[src/rtl/ecall_halt_stat_unit_pkg.sv]
// Shared run-state encoding and default ECALL service codes for the ECALL halt/stat unit.
// Optional build macro: STAT_SATURATE_EN (the package itself has no conditional content).
package ecall_halt_pkg;

    typedef enum logic [1:0] {
        RUN   = 2'd0,
        PAUSE = 2'd1,
        HALT  = 2'd2
    } run_state_e;

    localparam logic [31:0] HALT_CODE_DEF  = 32'd10;
    localparam logic [31:0] PAUSE_CODE_DEF = 32'd50;

endpackage

[src/rtl/ecall_halt_stat_unit_if.sv]
// Decode-strobe / run-control / statistics bundle between the datapath and the ECALL unit.
// Optional build macro: STAT_SATURATE_EN adds the sticky Stat_Overflow flag.
interface ecall_halt_stat_unit_if #(
    parameter int CNT_WIDTH = 32
);
    logic                 Ecall_Match;
    logic                 Branch_Match;
    logic                 Branch_Taken;
    logic                 Jump_Match;
    logic [31:0]          A7;
    logic [31:0]          A0;
    logic                 Go;
    logic                 Halt;
    logic [31:0]          Led_Data;
    logic [CNT_WIDTH-1:0] Total_Cycles;
    logic [CNT_WIDTH-1:0] Cond_Cnt;
    logic [CNT_WIDTH-1:0] Taken_Cnt;
    logic [CNT_WIDTH-1:0] Jump_Cnt;
`ifdef STAT_SATURATE_EN
    logic                 Stat_Overflow;
`endif

    modport master (
        output Ecall_Match, Branch_Match, Branch_Taken, Jump_Match, A7, A0, Go,
        input  Halt, Led_Data, Total_Cycles, Cond_Cnt, Taken_Cnt, Jump_Cnt
`ifdef STAT_SATURATE_EN
        , input Stat_Overflow
`endif
    );

    modport slave (
        input  Ecall_Match, Branch_Match, Branch_Taken, Jump_Match, A7, A0, Go,
        output Halt, Led_Data, Total_Cycles, Cond_Cnt, Taken_Cnt, Jump_Cnt
`ifdef STAT_SATURATE_EN
        , output Stat_Overflow
`endif
    );

endinterface

[src/rtl/ecall_halt_stat_unit_stat_counter.sv]
// Single statistics counter: wraps by default, sticks at all-ones when STAT_SATURATE_EN is defined.
module stat_counter #(
    parameter int WIDTH = 32
) (
    input  logic             Clock,
    input  logic             Reset,
    input  logic             Inc,
    output logic [WIDTH-1:0] Count
`ifdef STAT_SATURATE_EN
    , output logic           Sat
`endif
);

`ifdef STAT_SATURATE_EN
    localparam logic [WIDTH-1:0] CNT_MAX    = {WIDTH{1'b1}};
    localparam logic [WIDTH-1:0] CNT_ALMOST = {{(WIDTH-1){1'b1}}, 1'b0};

    always_ff @(posedge Clock or posedge Reset) begin
        if (Reset) begin
            Count <= '0;
            Sat   <= 1'b0;
        end else if (Inc) begin
            if (Count != CNT_MAX) Count <= Count + 1'b1;
            // Flag the moment the counter lands on all-ones; it never clears until reset.
            if (Count == CNT_ALMOST) Sat <= 1'b1;
        end
    end
`else
    always_ff @(posedge Clock or posedge Reset) begin
        if (Reset) begin
            Count <= '0;
        end else if (Inc) begin
            Count <= Count + 1'b1;
        end
    end
`endif

endmodule

[src/rtl/ecall_halt_stat_unit.sv]
// ECALL run-control (halt / pause-until-Go / LED latch) plus cycle and branch statistics.
// Optional build macro: STAT_SATURATE_EN makes counters saturate and drives Stat_Overflow.
module ecall_halt_stat_unit
    import ecall_halt_pkg::*;
#(
    parameter int          CNT_WIDTH   = 32,
    parameter logic [31:0] HALT_CODE   = HALT_CODE_DEF,
    parameter logic [31:0] PAUSE_CODE  = PAUSE_CODE_DEF,
    parameter int          SYNC_STAGES = 2
) (
    input logic                  Clock,
    input logic                  Reset,
    ecall_halt_stat_unit_if.slave bus
);

    run_state_e             state;
    logic                   resume_skip;
    logic [31:0]            led_q;
    logic [SYNC_STAGES-1:0] go_sync;
    logic                   go_prev;
    logic                   go_rise;

    logic in_run, ecall_run, is_halt_code, is_pause_code;
    logic halt_now, pause_now, disp_now, stop, count_en;

    // Go is an asynchronous button; only a fresh synchronized rising edge resumes.
    always_ff @(posedge Clock or posedge Reset) begin
        if (Reset) begin
            go_sync <= '0;
            go_prev <= 1'b0;
        end else begin
            go_sync <= {go_sync[SYNC_STAGES-2:0], bus.Go};
            go_prev <= go_sync[SYNC_STAGES-1];
        end
    end

    assign go_rise = go_sync[SYNC_STAGES-1] & ~go_prev;

    always_comb begin
        in_run        = (state == RUN);
        ecall_run     = in_run & bus.Ecall_Match;
        is_halt_code  = (bus.A7 == HALT_CODE);
        is_pause_code = (bus.A7 == PAUSE_CODE);
        halt_now      = ecall_run & is_halt_code;
        // The PC still points at the pausing ECALL after resume, so it must not fire twice.
        pause_now     = ecall_run & is_pause_code & ~resume_skip;
        disp_now      = ecall_run & ~is_halt_code & ~is_pause_code;
        stop          = ~in_run | halt_now | pause_now;
        count_en      = in_run & ~stop;
    end

    always_ff @(posedge Clock or posedge Reset) begin
        if (Reset) begin
            state       <= RUN;
            resume_skip <= 1'b0;
            led_q       <= '0;
        end else begin
            resume_skip <= 1'b0;
            if (disp_now) led_q <= bus.A0;
            case (state)
                RUN: begin
                    if (halt_now)       state <= HALT;
                    else if (pause_now) state <= PAUSE;
                end
                PAUSE: begin
                    if (go_rise) begin
                        state       <= RUN;
                        resume_skip <= 1'b1;
                    end
                end
                HALT:    state <= HALT;
                default: state <= RUN;
            endcase
        end
    end

    assign bus.Halt     = stop;
    assign bus.Led_Data = led_q;

`ifdef STAT_SATURATE_EN
    logic [3:0] sat;
    assign bus.Stat_Overflow = |sat;
`endif

    stat_counter #(.WIDTH(CNT_WIDTH)) u_total (
        .Clock (Clock), .Reset (Reset), .Inc (count_en), .Count (bus.Total_Cycles)
`ifdef STAT_SATURATE_EN
        , .Sat (sat[0])
`endif
    );

    stat_counter #(.WIDTH(CNT_WIDTH)) u_cond (
        .Clock (Clock), .Reset (Reset), .Inc (count_en & bus.Branch_Match), .Count (bus.Cond_Cnt)
`ifdef STAT_SATURATE_EN
        , .Sat (sat[1])
`endif
    );

    stat_counter #(.WIDTH(CNT_WIDTH)) u_taken (
        .Clock (Clock), .Reset (Reset), .Inc (count_en & bus.Branch_Match & bus.Branch_Taken),
        .Count (bus.Taken_Cnt)
`ifdef STAT_SATURATE_EN
        , .Sat (sat[2])
`endif
    );

    stat_counter #(.WIDTH(CNT_WIDTH)) u_jump (
        .Clock (Clock), .Reset (Reset), .Inc (count_en & bus.Jump_Match), .Count (bus.Jump_Cnt)
`ifdef STAT_SATURATE_EN
        , .Sat (sat[3])
`endif
    );

endmodule

[src/flat_wrapper.sv]
// flat-port wrapper written by rule: the top's interface ports become plain ports
module ecall_halt_stat_unit_flat import ecall_halt_pkg::*;
#(
    parameter int          CNT_WIDTH   = 32,
    parameter logic [31:0] HALT_CODE   = HALT_CODE_DEF,
    parameter logic [31:0] PAUSE_CODE  = PAUSE_CODE_DEF,
    parameter int          SYNC_STAGES = 2
)
  (Clock, Reset, bus_Ecall_Match, bus_Branch_Match, bus_Branch_Taken, bus_Jump_Match, bus_A7, bus_A0, bus_Go, bus_Halt, bus_Led_Data, bus_Total_Cycles, bus_Cond_Cnt, bus_Taken_Cnt, bus_Jump_Cnt);
  ecall_halt_stat_unit_if #(.CNT_WIDTH(CNT_WIDTH)) bus_i ();
  input logic Clock;
  input logic Reset;
  input wire logic [$bits(bus_i.Ecall_Match)-1:0] bus_Ecall_Match;
  input wire logic [$bits(bus_i.Branch_Match)-1:0] bus_Branch_Match;
  input wire logic [$bits(bus_i.Branch_Taken)-1:0] bus_Branch_Taken;
  input wire logic [$bits(bus_i.Jump_Match)-1:0] bus_Jump_Match;
  input wire logic [$bits(bus_i.A7)-1:0] bus_A7;
  input wire logic [$bits(bus_i.A0)-1:0] bus_A0;
  input wire logic [$bits(bus_i.Go)-1:0] bus_Go;
  output wire logic [$bits(bus_i.Halt)-1:0] bus_Halt;
  output wire logic [$bits(bus_i.Led_Data)-1:0] bus_Led_Data;
  output wire logic [$bits(bus_i.Total_Cycles)-1:0] bus_Total_Cycles;
  output wire logic [$bits(bus_i.Cond_Cnt)-1:0] bus_Cond_Cnt;
  output wire logic [$bits(bus_i.Taken_Cnt)-1:0] bus_Taken_Cnt;
  output wire logic [$bits(bus_i.Jump_Cnt)-1:0] bus_Jump_Cnt;
  assign bus_i.Ecall_Match = bus_Ecall_Match;
  assign bus_i.Branch_Match = bus_Branch_Match;
  assign bus_i.Branch_Taken = bus_Branch_Taken;
  assign bus_i.Jump_Match = bus_Jump_Match;
  assign bus_i.A7 = bus_A7;
  assign bus_i.A0 = bus_A0;
  assign bus_i.Go = bus_Go;
  assign bus_Halt = bus_i.Halt;
  assign bus_Led_Data = bus_i.Led_Data;
  assign bus_Total_Cycles = bus_i.Total_Cycles;
  assign bus_Cond_Cnt = bus_i.Cond_Cnt;
  assign bus_Taken_Cnt = bus_i.Taken_Cnt;
  assign bus_Jump_Cnt = bus_i.Jump_Cnt;
  ecall_halt_stat_unit #(.CNT_WIDTH(CNT_WIDTH), .HALT_CODE(HALT_CODE), .PAUSE_CODE(PAUSE_CODE), .SYNC_STAGES(SYNC_STAGES)) u_core (.Clock(Clock), .Reset(Reset), .bus(bus_i));
endmodule
[config.mk]
export PLATFORM = sky130hd
export DESIGN_NAME = ecall_halt_stat_unit_flat
export DESIGN_NICKNAME = d
export VERILOG_FILES = /design/src/rtl/ecall_halt_stat_unit_pkg.sv /design/src/rtl/ecall_halt_stat_unit_if.sv /design/src/rtl/ecall_halt_stat_unit_stat_counter.sv /design/src/rtl/ecall_halt_stat_unit.sv /design/src/flat_wrapper.sv
export SDC_FILE = /design/constraint.sdc
export NUM_CORES = 1
export LEC_CHECK = 0
export CORE_MARGIN = 4
export CORE_UTILIZATION = 43
export DETAILED_ROUTE_END_ITERATION = 12
export PLACE_DENSITY = 0.8
export SETUP_SLACK_MARGIN = 0.02
export SLEW_MARGIN = 10
export SYNTH_ARGS = -nofsm -noshare
export SYNTH_HDL_FRONTEND = slang
export SYNTH_SLANG_ARGS = --single-unit
export TNS_END_PERCENT = 30
[constraint.sdc]
create_clock -name Clock -period 5.32 [get_ports Clock]
set_input_delay 0.532 -clock Clock [delete_from_list [all_inputs] [get_ports Clock]]
set_output_delay 0.532 -clock Clock [all_outputs]
set_load 0.005 [all_outputs]
==> results.toml <==
[critical_path]
startpoint = "bus_A7[4]"
path_cells = "clkdlybuf4s50_1, nor4bb_1, or2_2, a31oi_2, inv_1, clkdlybuf4s50_1"
cp_slowest_cell = "clkdlybuf4s50_1"
start_kind = "input port"
arrival_ps = 3110
regToRegStartpoint = "u_core.state[0]$_DFFE_PP0P_"
crit_path_frequent_cell = "clkdlybuf4s50_1"
slowest_delay_ps = 580
crit_type = "input port to output port"
cp.required_ps = 4790
endpoint_kind = "output port"
cp_max_fo = 15

[timing]
worst_clock_skew_ps = 6.32
final-setup-viol-count = 0
slew_headroom_pct = 49.6
worstMarginPinSlew_ps = 755
fin_crit_ps = 3640
fin_crit_sh_pct = 68.4
rsz0062_at_grt = "no"
drv_slew = 0
setup_tns_ps = 0
hold_violations = 0
timing.fmax_ghz = 0.275

[grt]
antenna_found_initial = 0
overflow = 0
grt_usage_pct = 20.2
grt_pass1_wl_mm = 32.2
grt_pass1_vias = 5885
grt_max_degree = 85

[worst_hold_path]
hp-class = "register to register"
min-delay-start = "u_core.go_sync[0]$_DFF_PP0_"

[die]
start_util_pct = 43.9
fp.dieH_um = 141
die_w_um = 141
io_pins = 232
rows = 48
dieArea_sq_um = 19900
core_area_sq_um = 17300

[cts]
cts_resized = 0
insertion_delay_ps = 410
clk_pin_slew_ps = 60
hold_buffers = 0
postCtsSetupRepairBufs = 0
cts_buffers = 17
cts_max_level = 4
clk_path_buf_depth = 2
cts_tree = "built"
clock_sinks = 166
clockRootBuffer = "clkbuf_16"

[logic_synthesis]
synth_warnings = 0
synthArstFlopShare_pct = 100
ys_ff_latch = 166
yosysSeqAreaShare_pct = 54.7
synth-edff-count = 0
netlist_instances = 667
syn-cell-area_sq_um = 7590
ys_types = 41
syn_nets = 742
avgSynthCellArea_sq_um = 11.4
ys.flop_type = "dfrtp_1"

[route]
dr.pass1.iters = 5
via_per_inst = 5.25
num_vias = 5996
drc_errors = 0
wl_per_cell_um = 17.3
drt_first_iter_violations = 329
drtAntennaViolNets = 0
detail_route.wirelength_mm = 19.7

[layout]
antenna_cells = 0
n_fill_cell = 1408
finalNetCount = 979
drive_gt1_share_pct = 9.38
syn_to_final_growth_pct = 41.1
layout.cells.non_filler = 1142

[outcome]
status = "complete, no violations"

[power]
vdd_ir_drop_max_mv = 0.256
p_sw_mw = 0.887
seqPwrFrac_pct = 46.7
switching_share_pct = 26.4
p_clk_share_pct = 34.7
p_leak_nw = 4.58
power_mw = 3.36
combPwrFrac_pct = 18.6
p_int_mw = 2.47
powerDensity_nw_per_um2 = 314

[job]
cap_violations = 0

[placement]
port_buffers = 231
placedCellCount = 1110
post-dp-hpwl_mm = 14.7
finalWeightedCongestion = 0.843
==> logic make-up (layout without fill, tap and decap cells) <==
group	count (synthesis)	in the layout	synth area share (%)
xor+xnor	124	124	14.3
simple gates	300	300	22.1
compound gates	11	11	1.38
fa+ha+maj	4	4	0.659
buf+inv	28	278	1.81
flops	166	166	54.7
mux	34	34	5.04
==> worst paths after layout <==
| path | depth (start not counted) | end | slack, ps |
|---|---|---|---|
| setup / recovery | 6 | bus_Halt | 1680 |
| hold / removal | 0 | u_core.go_sync[1]$_DFF_PP0_ | 350 |
| setup reg to reg | 5 | u_core.u_taken.Count[23]$_DFFE_PP0P_ | 2630 |
| hold reg to reg | 0 | u_core.go_sync[1]$_DFF_PP0_ | 350 |
| max in group asynchronous | 3 | u_core.u_total.Count[28]$_DFFE_PP0N_ | 3620 |
| min in group asynchronous | 2 | u_core.bus.Led_Data[6]$_DFFE_PP0P_ | 640 |
==> layout make-up <==
class / instances / area (sq um) / share of cell area (%)
Timing Repair Buffer: 238 / 2360 / 22.1
Multi-Input combinational cell: 473 / 3320 / 31.0
Clock buffer: 22 / 464 / 4.33
Inverter: 8 / 35.0 / 0.327
Clock inverter: 10 / 97.6 / 0.911
Sequential cell: 166 / 4150 / 38.8
Tap cell: 225 / 282 / 2.63
==> cells in the final DEF, fill, tap and decap left out, drive strengths merged, types with 2 or more instances in the layout <==
master	instances
clkdlybuf4s50	231
dfrtp	166
xor2	82
nand2	57
xnor2	42
nor3	40
nand4	39
nand3	38
mux2	34
nor4	33
nor2	32
clkbuf	22
and3	16
nor4b	11
inv	10
and4	8
buf	7
and2	5
or2	5
or4	5
ha	4
clkinv	4
nor3b	3
or3	3
clkinvlp	3
o21ai	2
o31ai	2
a21oi	2
o311ai	2
a31oi	2
==> Yosys cell counts (all sizes together), types with 3 or more instances <==
cell / instances / area share (%)
clkbuf: 7 / 0.35
inv: 8 / 0.40
nor3b: 3 / 0.30
nand4: 39 / 3.3
dfrtp: 166 / 55
nand2: 57 / 2.8
or2: 5 / 0.41
nand3: 38 / 2.5
or4: 5 / 0.51
nor2: 32 / 1.6
and4: 8 / 0.92
and3: 16 / 1.3
or3: 3 / 0.25
ha: 4 / 0.66
xnor2: 42 / 4.8
buf: 13 / 1.1
nor3: 40 / 2.6
mux2: 34 / 5.0
nor4b: 11 / 1.9
and2: 5 / 0.41
nor4: 33 / 2.7
xor2: 82 / 9.5
==> worst max-delay path, delay by kind of cell <==
family                 cells  cell delay, ps
buffers and inverters      3            1490
and+or+nand+nor            2             800
AOI/OAI and AO/OA          1             290
==> power groups by stage <==
stage	logic, mW	registers, mW	clock network [mW]
2_1_floorplan	0.247	1.57	0
3_3_place_gp	0.619	1.59	0
3_5_place_dp	0.633	1.59	0
4_1_cts	0.637	1.57	1.19
5_1_grt	0.683	1.60	1.25
6_report	0.624	1.57	1.16
==> layer usage <==
metal	GRT usage [%]	share of wire [%]	up-vias
li1	-	-	2850
met4	4.90	1.1	0
met1	27.8	44	2955
met3	4.41	5.1	19
met2	32.8	49	172
met5	0	0	-
==> registers in the layout, summed over array words and instances (netlist names) <==
signal,cells
u_core.bus.Led_Data,32
u_core.u_cond.Count,32
u_core.u_jump.Count,32
u_core.u_taken.Count,32
u_core.u_total.Count,32
u_core.go_sync,2
u_core.state,2
u_core.go_prev,1
u_core.resume_skip,1
==> stage by stage <==
step | util [%] | cell area (sq um) | hold WS (ps) | worst slack [ps]
6_report | 62.0 | 10700 | 347 | 1680
5_1_grt | 62.0 | 10700 | 351 | 1530
4_1_cts | 62.0 | 10700 | 344 | 1700
3_5_place_dp | 58.7 | 10200 | 337 | 1720
3_3_place_gp | 58.7 | 10200 | 333 | 1740
2_1_floorplan | - | 7590 | 331 | 298
Note: power is estimated with default switching activity, not from simulation.
